`src/rtl/mem_stage_lsu.sv`:
```
// MEM-stage load/store unit: drives the data-memory req/gnt/rvalid handshake
// from the EX/MEM register, stalls the pipeline until the access finishes,
// and loads the MEM/WB register with the ALU result or the extended load data.
// Misaligned accesses and bus timeouts raise a one-cycle mem_fault pulse.

module mem_stage_lsu #(
    parameter int TIMEOUT_CYCLES = 64
) (
    input  logic        clk,
    input  logic        rst,
    input  logic [31:0] mem_alu_result,
    input  logic [31:0] mem_store_data,
    input  logic [4:0]  mem_rd,
    input  logic [2:0]  mem_funct3,
    input  logic        mem_regwrite,
    input  logic        mem_memread,
    input  logic        mem_memwrite,
    input  logic        mem_memtoreg,
    output logic        stall,
    output logic        dmem_req,
    output logic        dmem_we,
    output logic [31:0] dmem_addr,
    output logic [31:0] dmem_wdata,
    output logic [3:0]  dmem_be,
    input  logic        dmem_gnt,
    input  logic        dmem_rvalid,
    input  logic [31:0] dmem_rdata,
    output logic [31:0] wb_result,
    output logic [4:0]  wb_rd,
    output logic        wb_regwrite,
    output logic        mem_fault
);

    localparam int              CNT_W    = $clog2(TIMEOUT_CYCLES);
    localparam logic [CNT_W-1:0] TMO_LAST = CNT_W'(TIMEOUT_CYCLES - 1);

    localparam logic [1:0] SZ_B = 2'd0;
    localparam logic [1:0] SZ_H = 2'd1;
    localparam logic [1:0] SZ_W = 2'd2;

    typedef enum logic [1:0] {
        S_IDLE = 2'd0,
        S_REQ  = 2'd1,
        S_RESP = 2'd2
    } state_t;

    state_t           state;
    logic [CNT_W-1:0] tmo_cnt;
    logic [1:0]       size;
    logic [1:0]       ofs;
    logic             op;
    logic             misaligned;
    logic             tmo_hit;

    // Byte enables for an access of the given size at byte offset o.
    function automatic logic [3:0] lane_be(input logic [1:0] sz, input logic [1:0] o);
        logic [3:0] be;
        case (sz)
            SZ_B:    be = 4'b0001 << o;
            SZ_H:    be = 4'b0011 << o;
            default: be = 4'b1111;
        endcase
        return be;
    endfunction

    // Replicate LSB-aligned store data into every lane it could land in.
    function automatic logic [31:0] lane_wdata(input logic [1:0] sz, input logic [31:0] sd);
        logic [31:0] wd;
        case (sz)
            SZ_B:    wd = {4{sd[7:0]}};
            SZ_H:    wd = {2{sd[15:0]}};
            default: wd = sd;
        endcase
        return wd;
    endfunction

    // Shift the addressed lane down and sign/zero extend it.
    function automatic logic [31:0] load_extend(input logic [31:0] rdata, input logic [1:0] o,
                                                input logic [1:0] sz, input logic uns);
        logic        [31:0] shifted;
        logic signed [7:0]  b;
        logic signed [15:0] h;
        logic        [31:0] res;
        shifted = rdata >> {o, 3'b000};
        b       = $signed(shifted[7:0]);
        h       = $signed(shifted[15:0]);
        case (sz)
            SZ_B:    res = uns ? {24'h0, shifted[7:0]}  : {{24{b[7]}}, b};
            SZ_H:    res = uns ? {16'h0, shifted[15:0]} : {{16{h[15]}}, h};
            default: res = shifted;
        endcase
        return res;
    endfunction

    // Access size from funct3; unknown encodings behave as a word access.
    always_comb begin
        case (mem_funct3)
            3'b000, 3'b100: size = SZ_B;
            3'b001, 3'b101: size = SZ_H;
            default:        size = SZ_W;
        endcase
    end

    assign ofs        = mem_alu_result[1:0];
    assign op         = mem_memread | mem_memwrite;
    assign misaligned = ((size == SZ_H) && ofs[0]) || ((size == SZ_W) && (ofs != 2'b00));
    assign tmo_hit    = (state != S_IDLE) && (tmo_cnt == TMO_LAST);

    assign dmem_we    = mem_memwrite;
    assign dmem_addr  = {mem_alu_result[31:2], 2'b00};
    assign dmem_be    = lane_be(size, ofs);
    assign dmem_wdata = lane_wdata(size, mem_store_data);

    // Handshake request and pipeline stall; a store completes in its grant cycle.
    always_comb begin
        dmem_req = 1'b0;
        stall    = 1'b0;
        case (state)
            S_IDLE: begin
                if (op && !misaligned) begin
                    dmem_req = 1'b1;
                    stall    = !(dmem_gnt && mem_memwrite);
                end
            end
            S_REQ: begin
                if (!tmo_hit) begin
                    dmem_req = 1'b1;
                    stall    = !(dmem_gnt && mem_memwrite);
                end
            end
            S_RESP:  stall = !(dmem_rvalid || tmo_hit);
            default: ;
        endcase
        if (rst) begin
            dmem_req = 1'b0;
            stall    = 1'b0;
        end
    end

    // Access FSM, timeout counter and MEM/WB register (bubble while stalled).
    always_ff @(posedge clk) begin
        if (rst) begin
            state       <= S_IDLE;
            tmo_cnt     <= '0;
            wb_result   <= '0;
            wb_rd       <= '0;
            wb_regwrite <= 1'b0;
            mem_fault   <= 1'b0;
        end else begin
            mem_fault <= 1'b0;
            case (state)
                S_IDLE: begin
                    tmo_cnt <= '0;
                    if (!op) begin
                        wb_result   <= mem_alu_result;
                        wb_rd       <= mem_rd;
                        wb_regwrite <= mem_regwrite;
                    end else if (misaligned) begin
                        wb_rd       <= mem_rd;
                        wb_regwrite <= 1'b0;
                        mem_fault   <= 1'b1;
                    end else begin
                        wb_regwrite <= 1'b0;
                        if (dmem_gnt && mem_memwrite) begin
                            wb_rd <= mem_rd;
                        end else if (dmem_gnt) begin
                            state <= S_RESP;
                        end else begin
                            state <= S_REQ;
                        end
                    end
                end
                S_REQ: begin
                    wb_regwrite <= 1'b0;
                    if (tmo_hit) begin
                        state     <= S_IDLE;
                        tmo_cnt   <= '0;
                        wb_rd     <= mem_rd;
                        mem_fault <= 1'b1;
                    end else if (dmem_gnt && mem_memwrite) begin
                        state   <= S_IDLE;
                        tmo_cnt <= '0;
                        wb_rd   <= mem_rd;
                    end else begin
                        if (dmem_gnt) begin
                            state <= S_RESP;
                        end
                        tmo_cnt <= tmo_cnt + 1'b1;
                    end
                end
                S_RESP: begin
                    if (dmem_rvalid) begin
                        wb_result   <= mem_memtoreg
                                       ? load_extend(dmem_rdata, ofs, size, mem_funct3[2])
                                       : mem_alu_result;
                        wb_rd       <= mem_rd;
                        wb_regwrite <= mem_regwrite;
                        state       <= S_IDLE;
                        tmo_cnt     <= '0;
                    end else if (tmo_hit) begin
                        wb_rd       <= mem_rd;
                        wb_regwrite <= 1'b0;
                        mem_fault   <= 1'b1;
                        state       <= S_IDLE;
                        tmo_cnt     <= '0;
                    end else begin
                        wb_regwrite <= 1'b0;
                        tmo_cnt     <= tmo_cnt + 1'b1;
                    end
                end
                default: begin
                    state   <= S_IDLE;
                    tmo_cnt <= '0;
                end
            endcase
        end
    end

endmodule

```
`config.mk`:
```
export PLATFORM = sky130hd
export DESIGN_NAME = mem_stage_lsu
export DESIGN_NICKNAME = d
export VERILOG_FILES = /design/src/rtl/mem_stage_lsu.sv
export SDC_FILE = /design/constraint.sdc
export NUM_CORES = 1
export LEC_CHECK = 0
export ABC_CLOCK_PERIOD_IN_PS = 2650
export CAP_MARGIN = 25
export CELL_PAD_IN_SITES_DETAIL_PLACEMENT = 1
export CELL_PAD_IN_SITES_GLOBAL_PLACEMENT = 1
export CORE_AREA = 2 2 122 124
export CTS_CLUSTER_DIAMETER = 30
export DETAILED_ROUTE_END_ITERATION = 12
export DIE_AREA = 0 0 124 126
export DONT_BUFFER_PORTS = 1
export MAX_ROUTING_LAYER = met4
export PLACE_DENSITY_LB_ADDON = 0.05
export SLEW_MARGIN = 20
export SYNTH_ARGS = -nofsm -noshare
export SYNTH_HDL_FRONTEND = slang
export SYNTH_SLANG_ARGS = --single-unit
export TNS_END_PERCENT = 20
```
`constraint.sdc`:
```
create_clock -name clk -period 2.65 [get_ports clk]
set_input_delay 0.53 -clock clk [delete_from_list [all_inputs] [get_ports clk]]
set_output_delay 0.53 -clock clk [all_outputs]
set_load 0.05 [all_outputs]
```
* Word level (Yosys, flattened, before mapping)
Cells that the tools add are included.
** Storage, ports and cells
- Register bits :: 47
- Input bits :: 112
** Cells by class
- Add/sub/neg operators :: 1
- Eq/ne operators :: 15
- Shift operators :: 3
- Muxes and demuxes :: 48
- Bitwise gates (word level) :: 1
- Reduce and logical (&&, ||, !) cells :: 22
** Operators with widths (count)
- $pmux 32 s2 :: 3
- $mux 32 :: 5
- $shr 32x5->32 :: 1
- $mux 5 :: 6
- $mux 6 :: 4
- $mux 2 :: 9
- $pmux 5 s3 :: 1
- $mux 1 :: 12
- $pmux 6 s2 :: 1
- $ne 2x2->1 const B :: 5
- $pmux 1 s3 :: 3
- $pmux 4 s2 :: 1
- $add 6x1->6 const B :: 1
- $eq 3x3->1 const B :: 2
- $eq 6x6->1 const B :: 1
- $pmux 2 s3 :: 1
- $reduce_bool 2->1 :: 3
- $logic_and 1x1->1 :: 5
- $reduce_and 5->1 :: 1
- $eq 2x1->1 const B :: 2
- $eq 2x2->1 const B :: 2
- $logic_not 2->1 :: 2
- $ne 4x4->1 const B :: 1
- $pmux 2 s2 :: 1
- 13 further kinds :: 17

* Longest topological paths before layout
- Depth after elaboration :: 11
- Depth in mapped cells :: 9
- Depth with buffers taken out :: 6

* Least setup slack after synthesis
OpenSTA, ideal clock, no wires.
- Path type :: flip-flop to output port
- Start :: register state[0]
- End :: output stall
- Arrival :: 2.586 ns
- Path slack :: -0.466 ns
- Cell stages (with the launch flop) :: 8
- Path buffers :: 1
- Cell sequence :: dfxtp_1 inv_1 ha_1 and4b_1 and2_1 buf_2 a21o_1 a211oi_1
** On the way
- Word-level cells in the longest chain between the ends :: 6
- Elaborated cells between the ends (all ways) :: 10
- Classes of those cells :: eq/ne (2); mux (3); reduce/logical (5)
** Ends and longest elaborated chain
- start, declared :: RTL line 47 : state_t state;
- start signal, assigned :: RTL line 143 : state <= S_IDLE;
- start signal, assigned :: RTL line 167 : state <= S_RESP;
- start signal, assigned :: RTL line 169 : state <= S_REQ;
- $reduce_bool 2->1 :: RTL line 107 : assign tmo_hit = (state != S_IDLE) && (tmo_cnt == TMO_LAST);
- $logic_and 1x1->1 :: RTL line 107
- $logic_or 1x1->1 :: RTL line 131 : S_RESP: stall = !(dmem_rvalid || tmo_hit);
- $logic_not 1->1 :: RTL line 131
- $pmux 1 s3 * :: RTL line 118 : case (state)
- $mux 1 * :: RTL line 134 : if (rst) begin
- end, declared :: RTL line 19 : output logic stall,
Mark *: on every way between the ends. The rest lies on a longest branch, timed or not.

* Worst setup path in the final report
Same ends and word-level chain as after synthesis.

==> results.py <==
metrics = {
    "floorplan": {
        "die-width_um": 124,
        "design.core.area_mm2": 0.0143,
        "ios": 222,
        "start_util": 0.273,
        "chipHeight_um": 126,
        "rows": 44,
        "die_area_mm2": 0.0156,
    },
    "global_routing": {
        "grt_use_total": 0.195,
        "grt_pass1_vias": 3698,
        "grt_pass1_wl_um": 22500,
        "antenna_found_initial": 0,
        "gr-total-overflow": 0,
        "grt_max_degree": 44,
    },
    "yosys": {
        "ys_async_sr_fraction": 0,
        "syn_inst": 466,
        "ys.flop_type": "dfxtp_1",
        "avgSynthCellArea_um2": 8.38,
        "ys_types": 62,
        "synth_area_mm2": 0.00391,
        "ys_ff_latch": 47,
        "synth-warning-count": 0,
        "synth_edf_count": 0,
        "yosysSeqAreaShare": 0.241,
    },
    "route": {
        "first_pass_iters": 4,
        "drt-initial-drc-count": 155,
        "wl_met1_um": 6540,
        "wl_per_cell_um": 24.3,
        "drc": 0,
        "highest_layer": "met4",
        "vias_per_cell": 5.65,
        "met3_length_um": 1190,
        "num_vias": 3436,
        "wl_met2_um": 6860,
        "ant_nets": 0,
        "wl_um": 14800,
    },
    "placed_design": {
        "portBuffers": 0,
        "place_area_mm2": 0.00385,
        "dp_hpwl_um": 11000,
        "place.gp.congestion": 0.815,
    },
    "cells_and_area": {
        "final_net_count": 540,
        "area_growth_pct": 2.95,
        "regArea_um2": 941,
        "nFillCells": 1718,
        "multiInputGateArea_mm2": 0.00246,
        "design_area_mm2": 0.00402,
        "drive_gt1_frac": 0.208,
    },
    "hold_path": {
        "hold_depth": 1,
        "worstHoldPathType": "in2reg",
        "hold_end": "wb_regwrite$_SDFFE_PP0P_",
        "hp-start": "rst",
    },
    "setup_path": {
        "r2r_slack_ps": 470,
        "crit_type": "reg2out",
        "start_kind": "register",
        "cp_slowest_cell": "dfxtp_1",
        "reg2reg_to": "wb_result[14]$_SDFFE_PP0P_",
        "r2r_start": "state[0]$_SDFFE_PP0P_",
        "cp.arrival_ps": 1980,
        "cp_slowest_stage_delay_ps": 340,
        "end_kind": "primary output",
        "r2r_cells": 7,
        "path_cells": "inv_1, ha_4, and4b_1, and2_1, a21o_1, a211oi_2, buf_4",
        "required_ps": 2120,
        "path_max_fanout": 7,
    },
    "power": {
        "p_leak_nw": 1.47,
        "peakVddDrop_uv": 232,
        "power_density_mw_per_mm2": 687,
    },
    "clock_network": {
        "cts-root-buf": "clkbuf_16",
        "h-tree-depth": 2,
        "clk_pin_slew_ps": 70,
        "cts_buffers": 5,
        "cts_sinks": 47,
        "post_cts_buffers": 0,
        "clockBufferDepth": 2,
        "insertion_delay_ps": 310,
        "cts_resized": 1,
        "cts_tree": "done",
        "cts-hold-fix-buffers": 0,
    },
    "sta": {
        "final_max_slew_viol_count": 0,
        "fmax_mhz": 398,
        "setup-violations-final": 0,
        "worst_pin_slew_ps": 745,
        "setup_tns_ps": 0,
        "fin_crit_sh": 0.948,
        "period_minus_slack_ps": 2510,
        "fin_skew_ps": 9.77,
        "relSlewSlack": 0.501,
        "rsz0062_at_grt": "no",
        "final_hold_viol_count": 0,
    },
    "run": {
        "drv_cap": 0,
    },
    "run_status": {
        "outcome": "finished, final reports clean",
    },
}
## worst max-delay path, delay by kind of cell, from the launching register on
family | cells | cell delay, ps
AOI/OAI and AO/OA | 2 | 360
DFF | 1 | 340
adders and majority gates | 1 | 210
and+or+nand+nor | 2 | 380
buffers and inverters | 2 | 380
## layout make-up
type | count | area share
timing repair buffer | 26 | 0.0485
inverter | 10 | 0.00933
clock inverter | 2 | 0.00404
clock buffer | 6 | 0.0345
sequential | 47 | 0.234
multi-input combinational | 332 | 0.612
antenna | 1 | 0.000622
tap | 184 | 0.0572
## synthesized netlist by cell type (2+ instances only)
library cell  instances  share of area
buf_6                 5          0.014
a21oi_1              27          0.035
xor2_1                2         0.0045
ha_1                  6          0.019
nand2b_1              5         0.0080
o211ai_1              8          0.015
nand2_1              36          0.035
o21ai_0              21          0.027
buf_2                12          0.015
clkbuf_1             15          0.014
mux2i_1              19          0.049
o21a_1                3         0.0058
a31oi_1               8          0.013
nor3_1                3         0.0038
a221o_1               7          0.018
a22o_1               10          0.022
o311a_1               6          0.015
dfxtp_1              47           0.24
o21bai_1             10          0.019
and2_1                4         0.0064
buf_1                 3         0.0029
and3_1               10          0.016
a211oi_1             19          0.037
buf_4                43          0.083
a221oi_1             11          0.025
nand3_1               5         0.0064
nor2b_1               7          0.011
nand4_1               5         0.0080
nor2_1               27          0.026
nand2b_4              2         0.0070
mux2_2               31          0.089
nor4_1                9          0.014
inv_1                10         0.0096
xnor2_1               2         0.0045
## placed cells by master, fill, tap and decap left out, types with 11 or more instances in the layout
cell and n:
dfxtp_1 47, nand2_1 36, mux2_2 31, a21oi_1 27
nor2_1 26, buf_4 26, mux2i_1 19, a211oi_1 18
o21ai_0 14, a221oi_1 11
## cells by family after synthesis
group / synth area share
AOI/OAI and AO/OA: 0.273
other: 0.000960
DFF: 0.241
and+or+nand+nor: 0.168
adders and majority gates: 0.0192
muxes: 0.150
xor gates and xnor gates: 0.00897
buffers and inverters: 0.139
## worst max path at each step
stage / endpoint / slack [ps] / depth (start not counted) / from
finish: stall / 140 / 7 / state[0]$_SDFFE_PP0P_
global route: stall / 10 / 7 / state[0]$_SDFFE_PP0P_
CTS: stall / 20 / 7 / state[0]$_SDFFE_PP0P_
detailed placement: stall / 260 / 7 / state[0]$_SDFFE_PP0P_
global placement: wb_result[10]$_SDFFE_PP0P_ / 310 / 6 / state[0]$_SDFFE_PP0P_
floorplan: dmem_wdata[24] / -140 / 4 / mem_funct3[0]
## where the power goes
part	switching [mW]	total [mW]	internal, mW
sequential	0.436	1.25	0.811
combinational	0.497	0.811	0.314
clock	0.328	0.706	0.379
total	1.26	2.76	1.50
## metrics by stage
stage / hold slack [ps] / setup WS (ps) / util / cells / power, mW
after detailed placement: 441 / 259 / 0.269 / 599 / 2.07
final: 296 / 137 / 0.281 / 608 / 2.76
after global routing: 288 / 13.3 / 0.281 / 607 / 2.91
after global placement: 431 / 312 / 0.268 / 599 / 2.06
after CTS: 283 / 16.4 / 0.280 / 607 / 2.79
after floorplan: 418 / -140 / - / 467 / 2.06
## registers in the layout, summed over array words and instances, names as in the netlist
name	cells
wb_rd	5
mem_fault	1
wb_result	32
state	2
wb_regwrite	1
tmo_cnt	6
## per-layer routing
metal | global-route usage | vias to the layer above
met2 | 0.305 | 173
met4 | 0.0423 | 0
li1 | - | 1594
met1 | 0.251 | 1656
met5 | - | -
met3 | 0.0557 | 13
(Power assumes the default switching activity.)
